## src/rtl/regfile_2w2r_sb.sv

```systemverilog
// Two-write / two-read register file with an optional write-to-read bypass,
// an optional hardwired-zero register 0 and a per-register busy scoreboard.
module regfile_2w2r_sb #(
   parameter int WIDTH    = 8,
   parameter int DEPTH    = 8,
   parameter int ADDR_W   = $clog2(DEPTH),
   parameter int ZERO_REG = 0,
   parameter int BYPASS   = 1
) (
   input  logic              clk,
   input  logic              rst_n,
   input  logic [ADDR_W-1:0] rs1_addr,
   input  logic [ADDR_W-1:0] rs2_addr,
   output logic [WIDTH-1:0]  rs1_data,
   output logic [WIDTH-1:0]  rs2_data,
   output logic              rs1_busy,
   output logic              rs2_busy,
   input  logic              wr0_en,
   input  logic [ADDR_W-1:0] wr0_addr,
   input  logic [WIDTH-1:0]  wr0_data,
   input  logic              wr1_en,
   input  logic [ADDR_W-1:0] wr1_addr,
   input  logic [WIDTH-1:0]  wr1_data,
   input  logic              issue_en,
   input  logic [ADDR_W-1:0] issue_addr,
   output logic [ADDR_W:0]   busy_cnt,
   output logic              any_busy
);

   localparam int CNT_W = ADDR_W + 1;

   logic [WIDTH-1:0]  regs [DEPTH];
   logic [DEPTH-1:0]  busy;
   logic [DEPTH-1:0]  busy_next;
   logic [DEPTH-1:0]  wr0_hit;
   logic [DEPTH-1:0]  wr1_hit;
   logic [DEPTH-1:0]  issue_hit;
   logic [CNT_W-1:0]  cnt_next;
   logic [ADDR_W-1:0] rd_addr [2];
   logic [WIDTH-1:0]  rd_data [2];

   always_comb begin
      // NOTE: every signal written here gets a default first, so no path can infer a latch.
      wr0_hit   = '0;
      wr1_hit   = '0;
      issue_hit = '0;
      cnt_next  = '0;
      for (int i = 0; i < DEPTH; i++) begin
         wr0_hit[i]   = wr0_en   && (wr0_addr   == ADDR_W'(i));
         wr1_hit[i]   = wr1_en   && (wr1_addr   == ADDR_W'(i));
         issue_hit[i] = issue_en && (issue_addr == ADDR_W'(i));
      end
      if (ZERO_REG != 0) begin
         wr0_hit[0]   = 1'b0;
         wr1_hit[0]   = 1'b0;
         issue_hit[0] = 1'b0;
      end
      // A fresh issue outranks a same-cycle writeback: the new producer is still outstanding.
      busy_next = issue_hit | (busy & ~(wr0_hit | wr1_hit));
      for (int i = 0; i < DEPTH; i++) begin
         cnt_next = cnt_next + CNT_W'(busy_next[i]);
      end
   end

   always_ff @(posedge clk or negedge rst_n) begin
      if (!rst_n) begin
         // NOTE: the array must clear on reset, so it is built from resettable flops, not a RAM macro.
         for (int i = 0; i < DEPTH; i++) begin
            regs[i] <= '0;
         end
         busy     <= '0;
         busy_cnt <= '0;
      end else begin
         // NOTE: state uses non-blocking assignments so every flop samples pre-edge values.
         for (int i = 0; i < DEPTH; i++) begin
            if (wr1_hit[i]) begin
               regs[i] <= wr1_data;
            end else if (wr0_hit[i]) begin
               regs[i] <= wr0_data;
            end
         end
         busy     <= busy_next;
         busy_cnt <= cnt_next;
      end
   end

   assign rd_addr[0] = rs1_addr;
   assign rd_addr[1] = rs2_addr;

   always_comb begin
      for (int p = 0; p < 2; p++) begin
         rd_data[p] = regs[rd_addr[p]];
         if (BYPASS != 0) begin
            if (wr0_en && (wr0_addr == rd_addr[p])) rd_data[p] = wr0_data;
            if (wr1_en && (wr1_addr == rd_addr[p])) rd_data[p] = wr1_data;
         end
         if ((ZERO_REG != 0) && (rd_addr[p] == '0)) rd_data[p] = '0;
      end
   end

   assign rs1_data = rd_data[0];
   assign rs2_data = rd_data[1];
   assign rs1_busy = busy[rs1_addr];
   assign rs2_busy = busy[rs2_addr];
   assign any_busy = (busy_cnt != '0);

endmodule
```

## config.mk

```make
export PLATFORM = sky130hd
export DESIGN_NAME = regfile_2w2r_sb
export DESIGN_NICKNAME = d
export VERILOG_FILES = /design/src/rtl/regfile_2w2r_sb.sv
export SDC_FILE = /design/constraint.sdc
export NUM_CORES = 1
export LEC_CHECK = 0
export ABC_AREA = 1
export CAP_MARGIN = 15
export CORE_ASPECT_RATIO = 1.4
export CORE_UTILIZATION = 30
export DETAILED_ROUTE_END_ITERATION = 10
export PLACE_DENSITY = 0.52
export SETUP_SLACK_MARGIN = 0.1
export SLEW_MARGIN = 30
export SYNTH_ARGS = -nofsm -noshare
export SYNTH_HDL_FRONTEND = slang
export SYNTH_SLANG_ARGS = --single-unit
export TNS_END_PERCENT = 30
```

## constraint.sdc

```tcl
create_clock -name clk -period 3.93 [get_ports clk]
set_input_delay 0.786 -clock clk [delete_from_list [all_inputs] [get_ports clk]]
set_output_delay 0.786 -clock clk [all_outputs]
set_load 0.005 [all_outputs]
```

==> metrics.txt <==
Yosys cell types=31; Final min period=3830 ps; synthesized area=5640 um2; CP Capture Point=rs1_data[7]; Achievable Freq=261 MHz; clk sinks=76; Seq/Total Area, Yosys=0.337; Ant. Diodes=0; largest net degree at the start of global routing=77; FF-to-FF End=busy_cnt[1]; nets@finish=1027; # setup viols final=0; Initial Util=0.304; CTS tree=built; CP startpoint=rs1_addr[0]; grt total ovfl=0; layout cells sized above 1=0.171; initial antenna violation count=0; Root Buffer=clkbuf_16; post-DR vias/cell=5.25; Worst slew margin=0.473; TritonRoute pass-1 iters=5; Die ar.=19400 um2; die height=164 um; H-tree Lvls=3; maximum vdd drop=220 uV; Yosys reg bits=76; Setup CP Type=primary input to output port; most frequent cells in the layout=nand2_1 (224), nand3_1 (153), inv_1 (102); boundary pin count=59; Min-Delay Path Class=primary input to asynchronous set/reset pin; Num CTS Buffers=9; Final period util=0.975; Antenna Nets Post-Route=0; Setup Skew=1.50 ps; FP Rows=59; Post-DP Area=7030 um2; FF-to-FF setup slack=930 ps; HPWL Detailed=18000 um; Syn Inst Count=865; status=complete, no violations; syn nets=908; final core occ=0.400; DRC viols=0; Tightest Pin Transition=790 ps; count of pins over their slew limit=0; Hold Vio Cnt, Final=0; design area=7420 um2; Final WS setup=98.3 ps; worst r2r src=busy[3]; GRT Util Overall=0.256; first-pass GRT wire length=36700 um; Max Fanout on Critical Path=12; worst reg2reg path depth=11; PwrDens=416 nW/um2; WL/cell=19.6 um; Ys Warns=0; Worst-path clk slew=60 ps; crit path capture type=output port; required time of the critical path=3140 ps; PortBufs=58; max_cap viols=0; CTS Hold Bufs=0; RSZ-0062 raised after global routing=yes; Detailed Route Iter0 Violations=635; core area=18500 um2; Leakage=3.63 nW; dpl ws=-525 ps; vias in the first global route=6296; Worst-Skew Late Latency=360 ps; Clock Path Buffers=2; commonest non-fill, non-tap cell in the layout=nand2_1; crit path launch type=primary input; Fin Setup TNS=0 ps; RD Place Congestion=0.957; post-synthesis area per instance=6.52 um2; Filler Cells Inserted=1976; Total Power=3.08 mW; critical path arrival=3050 ps; area growth from synthesis to layout=31.5%; Die Wd=118 um; overall routed net length=24200 um; routed vias=6470
through the flow:
stage | std cells | hold slack (ps)
2_1_floorplan | 865 | 471
3_3_place_gp | 1216 | 500
3_5_place_dp | 1216 | 503
4_1_cts | 1232 | 514
5_1_grt | 1233 | 514
6_report | 1233 | 438
layer usage:
metal | vias to the layer above | routed length, um | GRT usage
met5 | - | 0 | 0
met1 | 3049 | 9820 | 0.304
met3 | 84 | 1300 | 0.0372
met4 | 0 | 1550 | 0.160
li1 | 3080 | - | -
met2 | 257 | 11500 | 0.434
cell usage after synthesis:
library cell  count  share of area
nand2_1         229           0.15
buf_6             2         0.0040
inv_1           110          0.073
nand2_2           7         0.0078
inv_2            10         0.0067
a31oi_1           2         0.0022
o21ai_2           3         0.0047
a21oi_2           2         0.0031
nor2_4            4         0.0080
nor2_1           52          0.035
o22ai_1          26          0.029
buf_1             1        0.00067
o21ai_0          75          0.067
xnor2_1           1         0.0016
nor2_2            6         0.0067
o22ai_2           1         0.0022
xor2_1            1         0.0016
clkinv_1          1        0.00067
o221ai_1         17          0.026
a21oi_1          15          0.013
buf_4             6         0.0080
or4_1             1         0.0013
o211ai_1          5         0.0067
o21a_1            3         0.0040
o21ai_1          13          0.012
dfrtp_1          76           0.34
fa_1              4          0.014
clkbuf_1         12         0.0080
ha_1              3         0.0067
nand3_1         153           0.14
buf_2            24          0.021
area by class of cell:
cell class	instances	area [um2]	area share
multi-input cells	623	3110	0.420
flip-flops and latches	76	1900	0.256
repair buffers	153	1320	0.178
inverters	121	454	0.0612
well taps	244	305	0.0412
clock buffers	9	225	0.0304
clock inverters	7	97.6	0.0132
state kept, by name, indices dropped and copies added, names as in the netlist:
register,flops
busy,8
regs,64
busy_cnt,4
critical path: stages:
cell and delay, ps:
clkdlybuf4s50_1 610, inv_2 320, buf_4 260, nand2_1 70
nand3_1 70, nand3_1 120, nand3_1 130, nand3_1 90
nand2_1 70, clkdlybuf4s50_1 490
where the power goes:
group          leakage, nW  internal, mW  switching [mW]
sequential           0.925         0.958          0.0984
combinational         2.56         0.484           0.605
clock                0.152         0.560           0.377
kinds of logic (layout without fill, tap and decap cells):
kind of cell / Yosys count / in the layout / share of synthesized area
AO/OA/AOI/OAI: 162 / 162 / 0.170
buffers and inverters: 166 / 290 / 0.123
AND/OR/NAND/NOR: 452 / 452 / 0.347
adder cells (fa/ha/maj): 7 / 7 / 0.0209
XOR/XNOR: 2 / 2 / 0.00311
flip-flops: 76 / 76 / 0.337
timing repair:
item,4_1_cts,5_1_grt
gates cloned,0,0
gates resized for setup,31,8
endpoints found under the setup margin,2,12
setup buffers,0,1
pin swaps,8,8
worst min path at each step:
stage                         from  cells after the start  endpoint
after floorplan           regs[37]                      2  regs[37]
after global placement    regs[42]                      2  regs[42]
after detailed placement  regs[58]                      2  regs[58]
after CTS                    rst_n                      1  regs[34]
after global routing         rst_n                      1  regs[34]
final                        rst_n                      1  regs[34]
(Power assumes the default switching activity.)
==> patch 1 (same settings) <==
Put a register stage on the outputs `rs1_data`, `rs2_data`, `rs1_busy`, `rs2_busy` and `any_busy`, cleared by the reset. The values now appear one clock later. The other outputs are not delayed to match.
--- a/src/rtl/regfile_2w2r_sb.sv
+++ b/src/rtl/regfile_2w2r_sb.sv
@@ -98,10 +98,20 @@
       end
    end
 
-   assign rs1_data = rd_data[0];
-   assign rs2_data = rd_data[1];
-   assign rs1_busy = busy[rs1_addr];
-   assign rs2_busy = busy[rs2_addr];
-   assign any_busy = (busy_cnt != '0);
+   always_ff @(posedge clk or negedge rst_n) begin
+      if (!rst_n) begin
+         rs1_data <= '0;
+         rs2_data <= '0;
+         rs1_busy <= '0;
+         rs2_busy <= '0;
+         any_busy <= '0;
+      end else begin
+         rs1_data <= rd_data[0];
+         rs2_data <= rd_data[1];
+         rs1_busy <= busy[rs1_addr];
+         rs2_busy <= busy[rs2_addr];
+         any_busy <= (busy_cnt != '0);
+      end
+   end
 
 endmodule
Formal check against the unedited RTL: not equivalent (a bounded check fails within 4 cycles, from zero or initial values and one cycle with rst_n low).
==> patch 1 against the original RTL <==
  * Area after synthesis increased by 8.5%
  * Routed wire length shrank 4.0%
  * Worst setup slack better by 0.13 ns
  * Sequential cell count grew 19
  * Core utilization decreased by 2.2 points
  * Sequential power rose by 23%
  * Total power increased by 6.8%
  * Non-clock buffer count fell by 42
  * Synthesized cell count increased by 2.5%
  * Final area grew 1.6%
==> patch 1: results (changes against the original RTL) <==
=================================================================================
Proportion of layout cells with a drive suffix above 1                     12.96%   was 17.09%
Sequential fraction of the synthesis area                                  38.85%   was 33.73%
Pin count of the biggest net entering global routing                           45   was 77
Post-detail-place hpwl                                                   16810 um   was 17980 um
Combined global-route utilization of all metal layers                      23.04%   was 25.55%
Worst-path maximum fanout                                                       4   was 12
Most area-consuming cells after synthesis                            dfrtp_1 39%, nand2_1 16%, nand3_1 11%   was dfrtp_1 34%, nand2_1 15%, nand3_1 14%
Max FFs per register                                                           64   unchanged
Final layout net count                                                       1010   was 1027
Bufs on Longest Clock Path                                                      2   unchanged
Async set-reset flop share out of synthesis                                100.0%   unchanged
Most instantiated cells after synthesis                              254 x nand2_1, 138 x nand3_1, 95 x dfrtp_1   was 229 x nand2_1, 153 x nand3_1, 110 x inv_1
Placer Congestion                                                          0.9073   was 0.9572
Routed wire length on met2                                               11840 um   was 11540 um
Clock-pin transition on the worst setup and hold timing paths             0.07 ns
Antenna violations before repair                                                0   unchanged
Top FF cell, synth                                                        dfrtp_1   unchanged
Largest clock skew in the final design                                0.008637 ns   was 0.001501 ns
Peak VDD IR                                                              224.4 uV   was 219.5 uV
Post-synthesis net count                                                      930   was 908
Synth unique cells                                                             29   was 31
Drt wl/cell                                                              19.00 um   was 19.64 um
Minimum setup slack after placement                                    -0.5564 ns   was -0.5251 ns
Met1 routed wirelength after detailed routing                             9523 um   was 9819 um
H-tree levels                                                                   3   unchanged
Number of detailed-routing iterations run before antenna repair                 5   unchanged
Number of antenna repair diodes                                                 0   unchanged
Mean area per synthesized cell                                         6.898 um^2   was 6.518 um^2
Clock buffers created by TritonCTS                                              9   unchanged
R2r setup slk                                                             0.90 ns   was 0.93 ns
Slew Limit Headroom                                                        54.16%   was 47.33%
Leak Pwr                                                              0.003714 uW   was 0.003633 uW
DR vias                                                                      6304   was 6470
Met3 routed wirelength                                                    1203 um   was 1301 um
Placed insts                                                                 1204   was 1216
Non-filler cells in the finished layout                                      1224   was 1233
Clock latency of the later-clocked register in the worst-skew pair        0.36 ns   about the same
1st-iter DRT viols                                                            559   was 635
First-pass GRT wire length                                               35580 um   was 36650 um
Number of global-route vias before repair                                    6059   was 6296
Register containing the most flip-flops in the final layout                  regs   unchanged
Number of port buffers                                                         58   unchanged
Run status                                                              completed   unchanged
Critical path arrival                                                     3.96 ns   was 3.05 ns
=================================================================================
[patch 1: changes by cell type after synthesis, sizes merged, moves of 3 or more]
cell    unedited run  this run
nor2              62        65
o21ai             91        99
dfrtp             76        95
inv              120       105
a21oi             17        20
o211ai             5         0
clkbuf            12         8
nand2            236       267
nand3            153       138
[patch 1: per-stage QoR]
step	hold WS, ns	total power (uW)	area, um^2
floorplan	0.4591	1895	6118
detailed placement	0.4569	2317	7131
global route	0.4739	3498	7535
finish	0.4386	3293	7535
global placement	0.4573	2308	7131
CTS	0.4588	3304	7492
[patch 1: cell type report]
class	instances	area [um^2]
fill	2110	12390
multi-input combinational	644	3159
sequential	95	2377
timing repair buffer	111	959.7
inverter	106	401.6
tap	252	315.3
clock buffer	9	225.2
clock inverter	7	96.34
[patch 1: critical path: stages]
cell	delay, ns
clkdlybuf4s15_1	0.25
nor2_2	0.19
nand2_4	0.08
nand2_4	0.08
inv_2	0.04
nand2_1	0.08
o21ai_2	0.08
fa_1	0.56
inv_1	0.05
fa_1	0.51
fa_1	0.41
inv_1	0.07
ha_2	0.17
inv_1	0.05
fa_2	0.51
inv_1	0.03
[patch 1: layer usage]
metal  global-route usage, %  vias to the layer above
met1                   28.52                     2955
li1                        -                     3059
met3                   1.900                       48
met2                   40.33                      242
met4                   10.07                        0
met5                       0                        -
[patch 1: cell families after synthesis]
family,count (synthesis),synth area share [%]
DFF,95,38.85
xor gates and xnor gates,2,0.2864
and+or+nand+nor,471,33.17
AOI/OAI and AO/OA,164,15.17
buffers and inverters,148,10.59
adders and majority gates,7,1.922
[patch 1: repair_timing]
action,in CTS,in global routing
setup endpoints to repair,3,2
setup buffers,2,2
pin swaps,7,9
gates resized for setup,22,21
[patch 1: report_power, final]
| part | switching [uW] | total [uW] | leakage (uW) | internal, uW |
|---|---|---|---|---|
| clock network | 411 | 971 | 0.000160 | 560 |
| registers | 108 | 1300 | 0.00115 | 1190 |
| logic | 579 | 1020 | 0.00241 | 444 |
[patch 1: path summary, 6_finish.rpt]
path | from | to | depth (start not counted)
min in group clk | busy_cnt[0] | any_busy | 1
worst max register to register | busy[0] | busy_cnt[1] | 11
worst min register to register | busy_cnt[0] | any_busy | 1
worst min-delay path | rst_n | any_busy | 1
max in group asynchronous | rst_n | rs2_data[3] | 2
worst max-delay path | wr1_addr[0] | busy_cnt[1] | 16
==> patch 2 (same settings) <==
Without the edit above. Set the parameter `BYPASS` to 0 (it was 1).
--- a/src/rtl/regfile_2w2r_sb.sv
+++ b/src/rtl/regfile_2w2r_sb.sv
@@ -5,7 +5,7 @@
    parameter int DEPTH    = 8,
    parameter int ADDR_W   = $clog2(DEPTH),
    parameter int ZERO_REG = 0,
-   parameter int BYPASS   = 1
+   parameter int BYPASS   = 0
 ) (
    input  logic              clk,
    input  logic              rst_n,
Function: changed (Yosys sat finds a counterexample within 4 cycles, from zero or initial values and one cycle with rst_n low).
==> patch 2 against the original RTL <==
  * Total power is 6.1% lower
  * Routed wire length fell by 14%
  * Final area is 5.9% lower
  * Core utilization is 1.2 points lower
  * Area after synthesis is 2.2% lower
  * Largest power group is now registers
  * Worst setup slack better by 0.19 ns
  * Final cell count grew 2.2%
  * Clock skew decreased by 0.00054 ns
  * Register-to-register slack lost 0.13 ns
  * Non-clock buffer count shrank 51
  * Sequential cell count is the same
  * Via count shrank 5.1%
==> patch 2: results (changes against the original RTL) <==
=================================================================================
Final layout net count                                                       1058   was 1027
Most instantiated cells after synthesis                              443 x nand2_1, 210 x nand3_1, 114 x inv_1   was 229 x nand2_1, 153 x nand3_1, 110 x inv_1
Critical path arrival                                                     3.88 ns   was 3.05 ns
Synth unique cells                                                             17   was 31
Minimum setup slack after placement                                    -0.4142 ns   was -0.5251 ns
Worst-path maximum fanout                                                       4   was 12
Sequential fraction of the synthesis area                                  34.49%   was 33.73%
Number of inserted filler cells in the final layout                          2061   was 1976
Largest stage delay on the critical path                                  0.54 ns   was 0.61 ns
Run status                                                              completed   unchanged
Family with the most delay on the worst path                          adder cells   was buffers and inverters
Combined global-route utilization of all metal layers                      23.13%   was 25.55%
1st-iter DRT viols                                                            533   was 635
Proportion of layout cells with a drive suffix above 1                     8.922%   was 17.09%
Synth warn                                                                      0   unchanged
Placer Congestion                                                          0.8600   was 0.9572
First-pass GRT wire length                                               32590 um   was 36650 um
Leak Pwr                                                              0.003930 uW   was 0.003633 uW
Number of antenna repair diodes                                                 0   unchanged
Post-synthesis net count                                                      976   was 908
Async set-reset flop share out of synthesis                                100.0%   unchanged
Peak VDD IR                                                              236.3 uV   was 219.5 uV
Antenna violations before repair                                                0   unchanged
Critical-path cell with the highest stage delay                              fa_1   was clkdlybuf4s50_1
Clock latency of the later-clocked register in the worst-skew pair        0.34 ns   was 0.36 ns
Clock-pin transition on the worst setup and hold timing paths             0.06 ns   about the same
Area post-placement                                                     6605 um^2   was 7032 um^2
Number of cell instances on the worst register-to-register path                11   unchanged
Post-detail-place hpwl                                                   16110 um   was 17980 um
Most area-consuming cells after synthesis                            dfrtp_1 34%, nand2_1 30%, nand3_1 19%   was dfrtp_1 34%, nand2_1 15%, nand3_1 14%
Routed wire length                                                       20730 um   was 24220 um
Largest clock skew in the final design                               0.0009619 ns   was 0.001501 ns
Via count normalized by instance count                                      4.874   was 5.247
Slew Limit Headroom                                                        52.41%   was 47.33%
Number of global-route vias before repair                                    5878   was 6296
=================================================================================
[patch 2: cell count changes after synthesis, sizes merged, moves of 17 or more]
cell    unedited run  this run
nor2              62        27
buf               33        15
o22ai             27         0
o221ai            17         0
o21ai             91         5
nand3            153       210
a21oi             17         0
nand2            236       446
[patch 2: path summary, 6_finish.rpt]
kind	slack (ns)	start	end
hold / removal	0.48	rst_n	regs[54]
max in group asynchronous	2.97	rst_n	regs[43]
setup / recovery	0.28	issue_addr[1]	busy_cnt[1]
setup reg to reg	0.80	busy[1]	busy_cnt[1]
hold reg to reg	0.48	regs[33]	regs[33]
min in group clk	0.48	regs[33]	regs[33]
[patch 2: cell families (layout without fill, tap and decap cells)]
kind of cell               count (synthesis)  after routing  synth area share [%]
and+or+nand+nor                          683            683                 51.53
buffers and inverters                    161            248                 11.23
DFF                                       76             76                 34.49
adders and majority gates                  7              7                 2.133
AOI/OAI and AO/OA                          5              5                0.4538
xor gates and xnor gates                   1              1                0.1589
[patch 2: area by class of cell]
| type | count | share of cell area (%) |
|---|---|---|
| inverters | 130 | 6.991 |
| multi-input cells | 696 | 43.74 |
| clock inverters | 7 | 0.9679 |
| clock buffers | 9 | 3.226 |
| flip-flops and latches | 76 | 27.24 |
| repair buffers | 102 | 13.53 |
| well taps | 240 | 4.302 |
[patch 2: through the flow]
stage	setup TNS (ns)	std cells
global placement	-0.7518	1243
floorplan	0	933
finish	0	1260
detailed placement	-0.8602	1243
CTS	0	1259
global route	0	1260
[patch 2: per-layer routing]
metal | global-route usage (%) | vias up | share of wire, %
li1 | - | 3049 | -
met1 | 30.13 | 2832 | 43
met2 | 38.86 | 224 | 48
met3 | 3.089 | 36 | 5.4
met4 | 8.113 | 0 | 3.0
met5 | 0 | - | 0
[patch 2: report_power, final]
part	switching [uW]	internal [uW]
Combinational	577	413
Sequential	132	955
Clock	330	488
[patch 2: timing repair]
item,CTS,global route
pin swaps,0,6
setup buffers,0,1
setup endpoints to repair,2,2
gates resized for setup,7,22
